<file path="src/rtl/pipeline_ctrl_pkg.sv">
// Shared types and stage indices for the pipeline sequencing controller.
package pipeline_ctrl_pkg;

    typedef enum logic [1:0] {
        CtrlRun   = 2'd0,
        CtrlFlush = 2'd1,
        CtrlIdle  = 2'd2
    } ctrl_state_e;

    typedef logic [4:0] stage_vec_t;

    localparam int unsigned StgIf  = 0;
    localparam int unsigned StgId  = 1;
    localparam int unsigned StgEx  = 2;
    localparam int unsigned StgMem = 3;
    localparam int unsigned StgWb  = 4;

endpackage

</file>
<file path="src/rtl/pipeline_ctrl_if.sv">
// Bundle between the datapath and the controller: stage status in, stall/flush/redirect out.
interface pipeline_ctrl_if #(
    parameter int unsigned PC_W   = 32,
    parameter int unsigned REG_AW = 5
);
    import pipeline_ctrl_pkg::*;

    stage_vec_t        stage_valid;
    logic [REG_AW-1:0] id_rj;
    logic [REG_AW-1:0] id_rk;
    logic              id_use_rj;
    logic              id_use_rk;
    logic [REG_AW-1:0] ex_rd;
    logic              ex_is_load;
    logic              ex_is_div;
    logic              ex_br_taken;
    logic [PC_W-1:0]   ex_br_target;
    logic              mem_is_load;
    logic              mem_data_ok;
    logic              wb_exc;
    logic              wb_ertn;
    logic              wb_idle;
    logic [PC_W-1:0]   wb_pc;
    logic [PC_W-1:0]   exc_entry;
    logic [PC_W-1:0]   era;
    logic              int_pending;

    stage_vec_t        ready_go;
    stage_vec_t        flush;
    logic              div_start;
    logic              redirect_valid;
    logic [PC_W-1:0]   redirect_pc;
    logic [1:0]        state_o;

    // Controller side.
    modport master (
        input  stage_valid, id_rj, id_rk, id_use_rj, id_use_rk, ex_rd, ex_is_load, ex_is_div,
               ex_br_taken, ex_br_target, mem_is_load, mem_data_ok, wb_exc, wb_ertn, wb_idle,
               wb_pc, exc_entry, era, int_pending,
        output ready_go, flush, div_start, redirect_valid, redirect_pc, state_o
    );

    // Datapath side.
    modport slave (
        output stage_valid, id_rj, id_rk, id_use_rj, id_use_rk, ex_rd, ex_is_load, ex_is_div,
               ex_br_taken, ex_br_target, mem_is_load, mem_data_ok, wb_exc, wb_ertn, wb_idle,
               wb_pc, exc_entry, era, int_pending,
        input  ready_go, flush, div_start, redirect_valid, redirect_pc, state_o
    );

endinterface

</file>
<file path="src/rtl/pipeline_ctrl_hazard_detect.sv">
// Load-use comparator between the ID sources and an EX load destination; r0 never hazards.
module pipeline_ctrl_hazard_detect #(
    parameter int unsigned REG_AW = 5
) (
    input  logic              ex_valid_i,
    input  logic              ex_is_load_i,
    input  logic [REG_AW-1:0] ex_rd_i,
    input  logic [REG_AW-1:0] id_rj_i,
    input  logic [REG_AW-1:0] id_rk_i,
    input  logic              id_use_rj_i,
    input  logic              id_use_rk_i,
    output logic              id_stall_o
);

    logic rj_hit;
    logic rk_hit;

    always_comb begin
        rj_hit     = id_use_rj_i & (id_rj_i == ex_rd_i);
        rk_hit     = id_use_rk_i & (id_rk_i == ex_rd_i);
        id_stall_o = ex_valid_i & ex_is_load_i & (ex_rd_i != '0) & (rj_hit | rk_hit);
    end

endmodule

</file>
<file path="src/rtl/pipeline_ctrl.sv">
// Pipeline sequencing controller: per-stage ready_go/flush, divide occupancy, fetch redirect,
// and the RUN/FLUSH/IDLE sequencing around WB-committed exceptions, ertn and idle.
module pipeline_ctrl
    import pipeline_ctrl_pkg::*;
#(
    parameter int unsigned PC_W    = 32,
    parameter int unsigned REG_AW  = 5,
    parameter int unsigned DIV_LAT = 17
) (
    input  logic             aclk,
    input  logic             aresetn,
    pipeline_ctrl_if.master  ctrl
);

    localparam int unsigned    CntW    = $clog2(DIV_LAT);
    localparam logic [CntW-1:0] CntLast = CntW'(DIV_LAT - 1);

    ctrl_state_e     state_q, state_d;
    logic [CntW-1:0] div_cnt_q, div_cnt_d;
    logic [PC_W-1:0] saved_pc_q, saved_pc_d;

    logic id_stall;
    logic ex_div;
    logic div_busy;
    logic mem_wait;
    logic in_run;
    logic trap_hit;
    logic idle_hit;
    logic br_hit;

    pipeline_ctrl_hazard_detect #(
        .REG_AW (REG_AW)
    ) u_hazard_detect (
        .ex_valid_i   (ctrl.stage_valid[StgEx]),
        .ex_is_load_i (ctrl.ex_is_load),
        .ex_rd_i      (ctrl.ex_rd),
        .id_rj_i      (ctrl.id_rj),
        .id_rk_i      (ctrl.id_rk),
        .id_use_rj_i  (ctrl.id_use_rj),
        .id_use_rk_i  (ctrl.id_use_rk),
        .id_stall_o   (id_stall)
    );

    // Event decode; priority is exc/ertn > idle > branch.
    always_comb begin
        in_run   = (state_q == CtrlRun);
        ex_div   = ctrl.stage_valid[StgEx] & ctrl.ex_is_div;
        div_busy = ex_div & (div_cnt_q != CntLast);
        mem_wait = ctrl.stage_valid[StgMem] & ctrl.mem_is_load & ~ctrl.mem_data_ok;
        trap_hit = in_run & ctrl.stage_valid[StgWb] & (ctrl.wb_exc | ctrl.wb_ertn);
        idle_hit = in_run & ctrl.stage_valid[StgWb] & ctrl.wb_idle & ~trap_hit;
        br_hit   = in_run & ctrl.stage_valid[StgEx] & ctrl.ex_br_taken & ~div_busy
                 & ~trap_hit & ~idle_hit;
    end

    always_ff @(posedge aclk) begin
        if (!aresetn) begin
            state_q    <= CtrlRun;
            div_cnt_q  <= '0;
            saved_pc_q <= '0;
        end else begin
            state_q    <= state_d;
            div_cnt_q  <= div_cnt_d;
            saved_pc_q <= saved_pc_d;
        end
    end

    always_comb begin
        state_d    = state_q;
        saved_pc_d = saved_pc_q;
        unique case (state_q)
            CtrlRun: begin
                if (trap_hit) begin
                    state_d = CtrlFlush;
                end else if (idle_hit) begin
                    state_d    = CtrlIdle;
                    saved_pc_d = ctrl.wb_pc + PC_W'(4);
                end
            end
            CtrlFlush: state_d = CtrlRun;
            CtrlIdle: begin
                if (ctrl.int_pending) state_d = CtrlRun;
            end
            default: state_d = CtrlRun;
        endcase
    end

    always_comb begin
        ctrl.ready_go         = '1;
        ctrl.ready_go[StgId]  = ~id_stall;
        ctrl.ready_go[StgEx]  = ~div_busy;
        ctrl.ready_go[StgMem] = ~mem_wait;
        // Hold fetch while CSR state settles after a trap, and while sleeping.
        ctrl.ready_go[StgIf]  = in_run;
        ctrl.flush            = '0;
        ctrl.redirect_valid   = 1'b0;
        ctrl.redirect_pc      = '0;
        ctrl.div_start        = aresetn & in_run & ex_div & (div_cnt_q == '0);
        ctrl.state_o          = state_q;
        if (trap_hit) begin
            ctrl.flush[StgMem:StgIf] = '1;
            ctrl.redirect_valid      = 1'b1;
            ctrl.redirect_pc         = ctrl.wb_exc ? ctrl.exc_entry : ctrl.era;
        end else if (idle_hit) begin
            ctrl.flush[StgMem:StgIf] = '1;
        end else if (br_hit) begin
            ctrl.flush[StgId:StgIf]  = '1;
            ctrl.redirect_valid      = 1'b1;
            ctrl.redirect_pc         = ctrl.ex_br_target;
        end else if (state_q == CtrlIdle && ctrl.int_pending) begin
            ctrl.redirect_valid      = 1'b1;
            ctrl.redirect_pc         = saved_pc_q;
        end
    end

    always_comb begin
        div_cnt_d = div_cnt_q;
        if (ctrl.flush[StgEx] || div_cnt_q == CntLast) begin
            div_cnt_d = '0;
        end else if (div_cnt_q != '0) begin
            div_cnt_d = div_cnt_q + CntW'(1);
        end else if (ctrl.div_start) begin
            div_cnt_d = CntW'(1);
        end
    end

endmodule

</file>
<file path="src/flat_wrapper.sv">
// flat-port wrapper written by rule: the top's interface ports become plain ports
module pipeline_ctrl_flat import pipeline_ctrl_pkg::*;
#(
    parameter int unsigned PC_W    = 32,
    parameter int unsigned REG_AW  = 5,
    parameter int unsigned DIV_LAT = 17
)
  (aclk, aresetn, ctrl_stage_valid, ctrl_id_rj, ctrl_id_rk, ctrl_id_use_rj, ctrl_id_use_rk, ctrl_ex_rd, ctrl_ex_is_load, ctrl_ex_is_div, ctrl_ex_br_taken, ctrl_ex_br_target, ctrl_mem_is_load, ctrl_mem_data_ok, ctrl_wb_exc, ctrl_wb_ertn, ctrl_wb_idle, ctrl_wb_pc, ctrl_exc_entry, ctrl_era, ctrl_int_pending, ctrl_ready_go, ctrl_flush, ctrl_div_start, ctrl_redirect_valid, ctrl_redirect_pc, ctrl_state_o);
  pipeline_ctrl_if #(.PC_W(PC_W), .REG_AW(REG_AW)) ctrl_i ();
  input  logic aclk;
  input  logic aresetn;
  input wire logic [$bits(ctrl_i.stage_valid)-1:0] ctrl_stage_valid;
  input wire logic [$bits(ctrl_i.id_rj)-1:0] ctrl_id_rj;
  input wire logic [$bits(ctrl_i.id_rk)-1:0] ctrl_id_rk;
  input wire logic [$bits(ctrl_i.id_use_rj)-1:0] ctrl_id_use_rj;
  input wire logic [$bits(ctrl_i.id_use_rk)-1:0] ctrl_id_use_rk;
  input wire logic [$bits(ctrl_i.ex_rd)-1:0] ctrl_ex_rd;
  input wire logic [$bits(ctrl_i.ex_is_load)-1:0] ctrl_ex_is_load;
  input wire logic [$bits(ctrl_i.ex_is_div)-1:0] ctrl_ex_is_div;
  input wire logic [$bits(ctrl_i.ex_br_taken)-1:0] ctrl_ex_br_taken;
  input wire logic [$bits(ctrl_i.ex_br_target)-1:0] ctrl_ex_br_target;
  input wire logic [$bits(ctrl_i.mem_is_load)-1:0] ctrl_mem_is_load;
  input wire logic [$bits(ctrl_i.mem_data_ok)-1:0] ctrl_mem_data_ok;
  input wire logic [$bits(ctrl_i.wb_exc)-1:0] ctrl_wb_exc;
  input wire logic [$bits(ctrl_i.wb_ertn)-1:0] ctrl_wb_ertn;
  input wire logic [$bits(ctrl_i.wb_idle)-1:0] ctrl_wb_idle;
  input wire logic [$bits(ctrl_i.wb_pc)-1:0] ctrl_wb_pc;
  input wire logic [$bits(ctrl_i.exc_entry)-1:0] ctrl_exc_entry;
  input wire logic [$bits(ctrl_i.era)-1:0] ctrl_era;
  input wire logic [$bits(ctrl_i.int_pending)-1:0] ctrl_int_pending;
  output wire logic [$bits(ctrl_i.ready_go)-1:0] ctrl_ready_go;
  output wire logic [$bits(ctrl_i.flush)-1:0] ctrl_flush;
  output wire logic [$bits(ctrl_i.div_start)-1:0] ctrl_div_start;
  output wire logic [$bits(ctrl_i.redirect_valid)-1:0] ctrl_redirect_valid;
  output wire logic [$bits(ctrl_i.redirect_pc)-1:0] ctrl_redirect_pc;
  output wire logic [$bits(ctrl_i.state_o)-1:0] ctrl_state_o;
  assign ctrl_i.stage_valid = ctrl_stage_valid;
  assign ctrl_i.id_rj = ctrl_id_rj;
  assign ctrl_i.id_rk = ctrl_id_rk;
  assign ctrl_i.id_use_rj = ctrl_id_use_rj;
  assign ctrl_i.id_use_rk = ctrl_id_use_rk;
  assign ctrl_i.ex_rd = ctrl_ex_rd;
  assign ctrl_i.ex_is_load = ctrl_ex_is_load;
  assign ctrl_i.ex_is_div = ctrl_ex_is_div;
  assign ctrl_i.ex_br_taken = ctrl_ex_br_taken;
  assign ctrl_i.ex_br_target = ctrl_ex_br_target;
  assign ctrl_i.mem_is_load = ctrl_mem_is_load;
  assign ctrl_i.mem_data_ok = ctrl_mem_data_ok;
  assign ctrl_i.wb_exc = ctrl_wb_exc;
  assign ctrl_i.wb_ertn = ctrl_wb_ertn;
  assign ctrl_i.wb_idle = ctrl_wb_idle;
  assign ctrl_i.wb_pc = ctrl_wb_pc;
  assign ctrl_i.exc_entry = ctrl_exc_entry;
  assign ctrl_i.era = ctrl_era;
  assign ctrl_i.int_pending = ctrl_int_pending;
  assign ctrl_ready_go = ctrl_i.ready_go;
  assign ctrl_flush = ctrl_i.flush;
  assign ctrl_div_start = ctrl_i.div_start;
  assign ctrl_redirect_valid = ctrl_i.redirect_valid;
  assign ctrl_redirect_pc = ctrl_i.redirect_pc;
  assign ctrl_state_o = ctrl_i.state_o;
  pipeline_ctrl #(.PC_W(PC_W), .REG_AW(REG_AW), .DIV_LAT(DIV_LAT)) u_core (.aclk(aclk), .aresetn(aresetn), .ctrl(ctrl_i));
endmodule
</file>
<file path="config.mk">
export PLATFORM = sky130hd
export DESIGN_NAME = pipeline_ctrl_flat
export DESIGN_NICKNAME = d
export VERILOG_FILES = /design/src/rtl/pipeline_ctrl_pkg.sv /design/src/rtl/pipeline_ctrl_if.sv /design/src/rtl/pipeline_ctrl_hazard_detect.sv /design/src/rtl/pipeline_ctrl.sv /design/src/flat_wrapper.sv
export SDC_FILE = /design/constraint.sdc
export NUM_CORES = 1
export LEC_CHECK = 0
export BUFFER_PORTS_ARGS = -buffer_cell sky130_fd_sc_hd__buf_2
export CAP_MARGIN = 15
export CORE_ASPECT_RATIO = 1.1
export CORE_MARGIN = 1
export CORE_UTILIZATION = 46
export DETAILED_ROUTE_END_ITERATION = 16
export GPL_TIMING_DRIVEN = 0
export PLACE_DENSITY_LB_ADDON = 0.05
export SLEW_MARGIN = 15
export SYNTH_ARGS = -nofsm -noshare
export SYNTH_HDL_FRONTEND = slang
export SYNTH_HIERARCHICAL = 1
export SYNTH_SLANG_ARGS = --single-unit
</file>
<file path="constraint.sdc">
create_clock -name aclk -period 3.59 [get_ports aclk]
set_clock_uncertainty 0.05 [all_clocks]
set_input_delay 0.1795 -clock aclk [delete_from_list [all_inputs] [get_ports aclk]]
set_output_delay 0.1795 -clock aclk [all_outputs]
set_load 0.01 [all_outputs]
</file>
Word-level counts from Yosys, hierarchy flattened

Index checks and enable logic that the tools add are counted.

Flip-flop bits (word level): 39
Input port bits: 161
Output and inout bits: 46
Word-level logic and storage cells: 71

Add/sub/neg operators: 2
Equality and inequality tests: 7
Mux-type cells: 19
Bitwise logic cells: 30
Reductions and logical operators: 10

Operators with widths:

| kind                    | count |
|---|---|
| $mux W32                | 5 |
| $add A32 B3 Y32 const B | 1 |
| $and A1 B1 Y1           | 21 |
| $mux W2                 | 6 |
| $eq A5 B5 Y1            | 2 |
| $mux W5                 | 2 |
| $reduce_bool A5 Y1      | 2 |
| $not A1 Y1              | 7 |
| $add A5 B1 Y5 const B   | 1 |
| $eq A5 B5 Y1 const B    | 1 |
| $logic_not A5 Y1        | 1 |
| $ne A5 B5 Y1 const B    | 1 |
| $mux W1                 | 4 |
| $mux W4                 | 1 |
| $pmux W2 S2             | 1 |
| $ne A3 B3 Y1 const B    | 1 |
| $reduce_and A3 Y1       | 1 |
| $eq A2 B2 Y1 const B    | 1 |
| $logic_not A2 Y1        | 1 |
| $ne A2 B2 Y1 const B    | 1 |
| $or A1 B1 Y1            | 2 |
| $reduce_and A2 Y1       | 1 |
| $reduce_bool A2 Y1      | 1 |
| $reduce_or A2 Y1        | 1 |
| 2 further kinds         | 2 |

Logic depth before layout (Yosys ltp)

Word-level depth: 12
Mapped depth: 7
Gate-level depth less buffers: 6

Cells and area by module

The synthesis kept the hierarchy.

By module, submodules not included:

| module                      | times used | cells an instance | area an instance (sq um) | seq. area each (sq um) |
|---|---|---|---|---|
| pipeline_ctrl               | 1          | 358               | 2,905.3                  | 780.7 |
| pipeline_ctrl_hazard_detect | 1          | 17                | 135.1                    | 0.0 |

Worst setup path after synthesis

Ideal clock, no wire load.

Kind: flip-flop to flip-flop
Start point: register u_core.state_q[1] (netlist: u_core/ctrl.state_o[1])
End point: register u_core.saved_pc_q[13]
Setup time: 132 ps
Arrival time: 1,706 ps
Data required time: 3,408 ps
Setup slack: 1,701 ps
Cell stages (with the launch flop): 7
Buffers on the path: 3
Period minus slack after synthesis: 1,889 ps
Cells stage by stage: dfxtp_1 > nor2_1 > and4_1 > clkbuf_1 > clkbuf_1 > clkbuf_1 > a21oi_1

Longest elaborated chain between the ends: 6
Elaborated cells on any way between the ends: 7
Those cells by class: bitwise (5); reduce/logical (2)

Ends and longest elaborated chain:

| what                          | line                                     | source |
|---|---|---|
| start: declaration            | pipeline_ctrl.sv:18                      | `ctrl_state_e state_q, state_d;` |
| start signal: assignment      | pipeline_ctrl.sv:58                      | `state_q <= CtrlRun;` |
| start signal: assignment      | pipeline_ctrl.sv:62                      | `state_q <= state_d;` |
| $logic_not A2 Y1 *            | pipeline_ctrl.sv:46                      | `in_run = (state_q == CtrlRun);` |
| net u_core.in_run             | pipeline_ctrl.sv:26                      | `logic in_run;` |
| $and A1 B1 Y1                 | pipeline_ctrl.sv:50, pipeline_ctrl.sv:51 |  |
| $and A1 B1 Y1                 | pipeline_ctrl.sv:50                      | `trap_hit = in_run & ctrl.stage_valid[StgWb] & (ctrl.wb_exc \| ctrl.wb_ertn);` |
| $not A1 Y1 (no line)          | --                                       |  |
| $and A1 B1 Y1                 | pipeline_ctrl.sv:51                      | `idle_hit = in_run & ctrl.stage_valid[StgWb] & ctrl.wb_idle & ~trap_hit;` |
| $reduce_and A3 Y1 (no line) * | --                                       |  |
| end signal: assignment        | pipeline_ctrl.sv:64                      | `saved_pc_q <= saved_pc_d;` |
| end: declaration              | pipeline_ctrl.sv:20                      | `logic [PC_W-1:0] saved_pc_q, saved_pc_d;` |

The timed path passes the listed nets; every way through them passes the cells marked *.
A chain may end at the register's enable or synchronous reset.

Worst setup path in the final report

Start point: register u_core.state_q[0] (netlist: u_core/ctrl.state_o[0])
End point: output ctrl_redirect_pc[20]

Longest elaborated chain between the ends: 10
Elaborated cells on any way between the ends: 18
Those cells by class: eq/ne (1); mux (4); bitwise (11); reduce/logical (2)

Ends and longest elaborated chain:

| what                 | line                                     | source |
|---|---|---|
| $logic_not A2 Y1 *   | pipeline_ctrl.sv:46                      |  |
| net u_core.in_run    | pipeline_ctrl.sv:26                      |  |
| $and A1 B1 Y1        | pipeline_ctrl.sv:50, pipeline_ctrl.sv:51 |  |
| $and A1 B1 Y1        | pipeline_ctrl.sv:50                      |  |
| $not A1 Y1 (no line) | --                                       |  |
| $and A1 B1 Y1        | pipeline_ctrl.sv:51                      |  |
| $not A1 Y1           | pipeline_ctrl.sv:53                      | `& ~trap_hit & ~idle_hit;` |
| $and A1 B1 Y1        | pipeline_ctrl.sv:53                      |  |
| $mux W32             | pipeline_ctrl.sv:106                     | `end else if (br_hit) begin` |
| $mux W32             | pipeline_ctrl.sv:104                     | `end else if (idle_hit) begin` |
| $mux W32 *           | pipeline_ctrl.sv:100                     | `if (trap_hit) begin` |
| end: declaration     | flat_wrapper.sv:35                       | `output wire logic [$bits(ctrl_i.redirect_pc)-1:0] ctrl_redirect_pc;` |

Marks and branches as above.

==> impl_metrics.yaml <==
critical_path:
  crit_chain: "nor2_1 > nand3_1 > a31o_1 > nor2_1 > clkbuf_1 > a221o_1 > buf_2"
  path_max_fanout: 10
  cpMaxStageDelayCell: "clkbuf_1"
  r2r_end: "u_core/saved_pc_q[19]"
  r2r-start: "u_core/ctrl.state_o[0]"
  r2r_slack_ns: 1.16
  critPathMaxStageDelay_ns: 0.47
  crit_top_cell: "nor2_1"
  critPathTopFamily: "simple AND/OR/NAND/NOR gates"
  cp_num_buf_inv: 2
  worstPathArrival_ns: 2.48
  crit_path_end_kind: "primary output"
  reg2reg_depth: 6
  start_kind: "flip-flop"
  crit_type: "flip-flop to primary output"
  cp.required_ns: 3.36
sta:
  rsz0062_at_grt: "no"
  setup_ws_ns: 0.884
  maxClockFrequency_mhz: 370
  setup_viol: 0
  worstMarginPinSlew_ns: 0.775
  setup-tns-final_ns: 0
  hold_viol: 0
  slew_viol_final: 0
  slew_headroom: 0.484
  finalCriticalPeriod_ns: 2.71
  whs_ns: 0.0925
  post-route-period-util: 0.754
floorplanning:
  die_h_um: 87.3
  initial_utilization: 0.485
  die_w_um: 79.5
  core_um2: 6270
  die-area_um2: 6940
  io_pins: 207
  placementRows: 30
worst_hold_path:
  min_to: "u_core/saved_pc_q[1]"
  whs_path_depth: 3
  hold_start: "ctrl_wb_pc[1]"
  hp-class: "input pin to flip-flop"
logic_synthesis:
  synth_cell_types: 39
  yosys_register_bits: 39
  yosysWarnings: 6
  synth_edf_count: 0
  netlist_top_cells_count: "46 x nor2_1, 39 x dfxtp_1, 36 x mux2i_1, 32 x a221o_1, 25 x o21ai_0"
  synth.avg_cell_area_um2: 8.11
  netlist_area_um2: 3040
  ys.flop_type: "dfxtp_1"
  ys_seq_area_frac: 0.257
  ys_top_cells_by_area: "dfxtp_1 26%, mux2i_1 12%, a221o_1 11%, nor2_1 5.7%, xnor2_1 5.5%"
  synth_nets: 539
  synth_cells: 375
  async_reset_ff_frac: 0
  yosysTopAreaCell: "dfxtp_1"
  synth_top_area_share: 0.257
  yosys.cell_count.top_type: "nor2_1"
finish:
  antennaDiodeCount: 0
  syn_to_final_growth_pct: 39.1
  final_area_um2: 4230
  instances_no_fill: 662
  layout-drive-gt1-share: 0.381
  final_util: 0.675
  n_fill_cell: 563
  nets: 746
global_route:
  grt_use_met3: 0.0586
  grt_pass1_wl_mm: 14.9
  grt_pass1_vias: 3358
  grt_overflow: 0
  grt.met1_usage: 0.305
  grt_use_total: 0.274
  busiest_layer: "met2"
  antenna_found_initial: 0
  use_met2: 0.518
  grt_max_degree: 12
clock_tree:
  cts_tree: "done"
  clkSinkCount: 39
  clockBufferDepth: 2
  cts_root_buf: "clkbuf_8"
  clk_latency_ns: 0.29
  cts_resized: 0
  postCtsSetupBuffers: 0
  cts_hold_buf: 0
  htreeDepth: 2
  numCtsBuffers: 5
  cts.clk_slew.worst_paths_ns: 0.07
power_and_ir_drop:
  p_int_mw: 0.769
  p_clk_frac: 0.274
  pwr-share-seq: 0.413
  vdd_drop_max_mv: 0.155
  total_power_mw: 1.10
  combPwrFrac: 0.313
  leakage_nw: 2.06
  powerDensity_nw_per_um2: 260
  sw_frac_of_total: 0.302
  switching_power_mw: 0.333
flow_run:
  maxCapViolations: 0
detailed_routing:
  drc: 0
  drt-vias-per-instance: 5.48
  drt-initial-drc-count: 190
  wl_mm: 9.70
  postRouteAntennaNets: 0
  dr.pass1.iters: 4
  wire_per_inst_um: 14.7
  routed-via-count: 3625
outcome:
  status: "finished clean"
placement:
  gp_routability_congestion: 0.830
  pre_cts_ws_ns: 1.09
  numPortBuffers: 200
  place_hpwl_mm: 7.62
  place_area_um2: 4140
  placed_cells: 655
## layout by cell type (no fill, tap or decap), types with 2 or more instances in the layout
master,n
a21oi_1,23
a221o_1,32
and3_1,2
and4_1,4
buf_1,4
buf_2,201
buf_4,5
clkbuf_1,21
clkbuf_8,6
conb_1,2
dfxtp_1,39
ha_1,3
inv_1,7
mux2i_1,36
nand2_1,14
nand3_1,18
nand3b_1,3
nand4_1,9
nor2_1,46
nor2b_1,5
nor3_1,6
nor4_1,3
nor4_2,5
o211a_1,7
o21ai_0,25
or3_1,3
or4_1,3
xnor2_1,19
xor2_1,19
## kinds of logic after synthesis
| group | count (synthesis) | synth area share |
|---|---|---|
| compound gates | 91 | 0.220 |
| xor+xnor | 38 | 0.109 |
| fa+ha+maj | 3 | 0.0123 |
| buf+inv | 39 | 0.0547 |
| flops | 39 | 0.257 |
| mux | 37 | 0.122 |
| other cells | 2 | 0.00247 |
| simple gates | 126 | 0.222 |
## state kept, by name (all words and copies together) (netlist names)
signal               cells
u_core/saved_pc_q       32
u_core/ctrl.state_o      2
u_core/div_cnt_q         5
## how the worst max path moves through the flow
stage | from | to | slack (ns) | cells past startpoint
finish | u_core/ctrl.state_o[0] | ctrl_redirect_pc[20] | 0.88 | 7
detailed placement | ctrl_wb_exc | ctrl_redirect_pc[20] | 1.09 | 7
floorplan | u_core/ctrl.state_o[1] | u_core/saved_pc_q[13] | 1.70 | 6
global placement | ctrl_wb_exc | ctrl_redirect_pc[20] | 1.08 | 7
global route | u_core/ctrl.state_o[1] | ctrl_redirect_pc[30] | 0.69 | 7
CTS | u_core/div_cnt_q[0] | ctrl_redirect_pc[20] | 0.89 | 8
## worst register-to-register path, stage by stage, from the launching register on
cell	delay, ns
dfxtp_1	0.34
nor2_1	0.29
and4_1	0.25
clkbuf_1	0.42
clkbuf_1	0.40
clkbuf_1	0.42
a21oi_1	0.13
## layer usage
layer,vias to the layer above,share of wire
met5,-,0
met4,0,0.013
met3,11,0.079
met2,154,0.51
met1,1663,0.40
li1,1797,-
## power groups by stage
stage,registers (mW),clock network (mW),logic [mW]
6_report,0.455,0.302,0.345
5_1_grt,0.456,0.325,0.378
4_1_cts,0.455,0.305,0.346
3_5_place_dp,0.465,0,0.344
3_3_place_gp,0.464,0,0.336
2_1_floorplan,0.461,0,0.177
## area by class of cell
type	instances	area (µm²)	share of cell area
multi-input cells	297	2090	0.495
repair buffers	200	1000	0.237
flip-flops and latches	39	781	0.185
plain buffers	31	136	0.0322
well taps	80	100	0.0237
clock buffers	6	82.6	0.0195
inverters	8	30.0	0.00710
clock inverters	1	5.00	0.00118
Note: power is estimated with default switching activity, not from simulation.
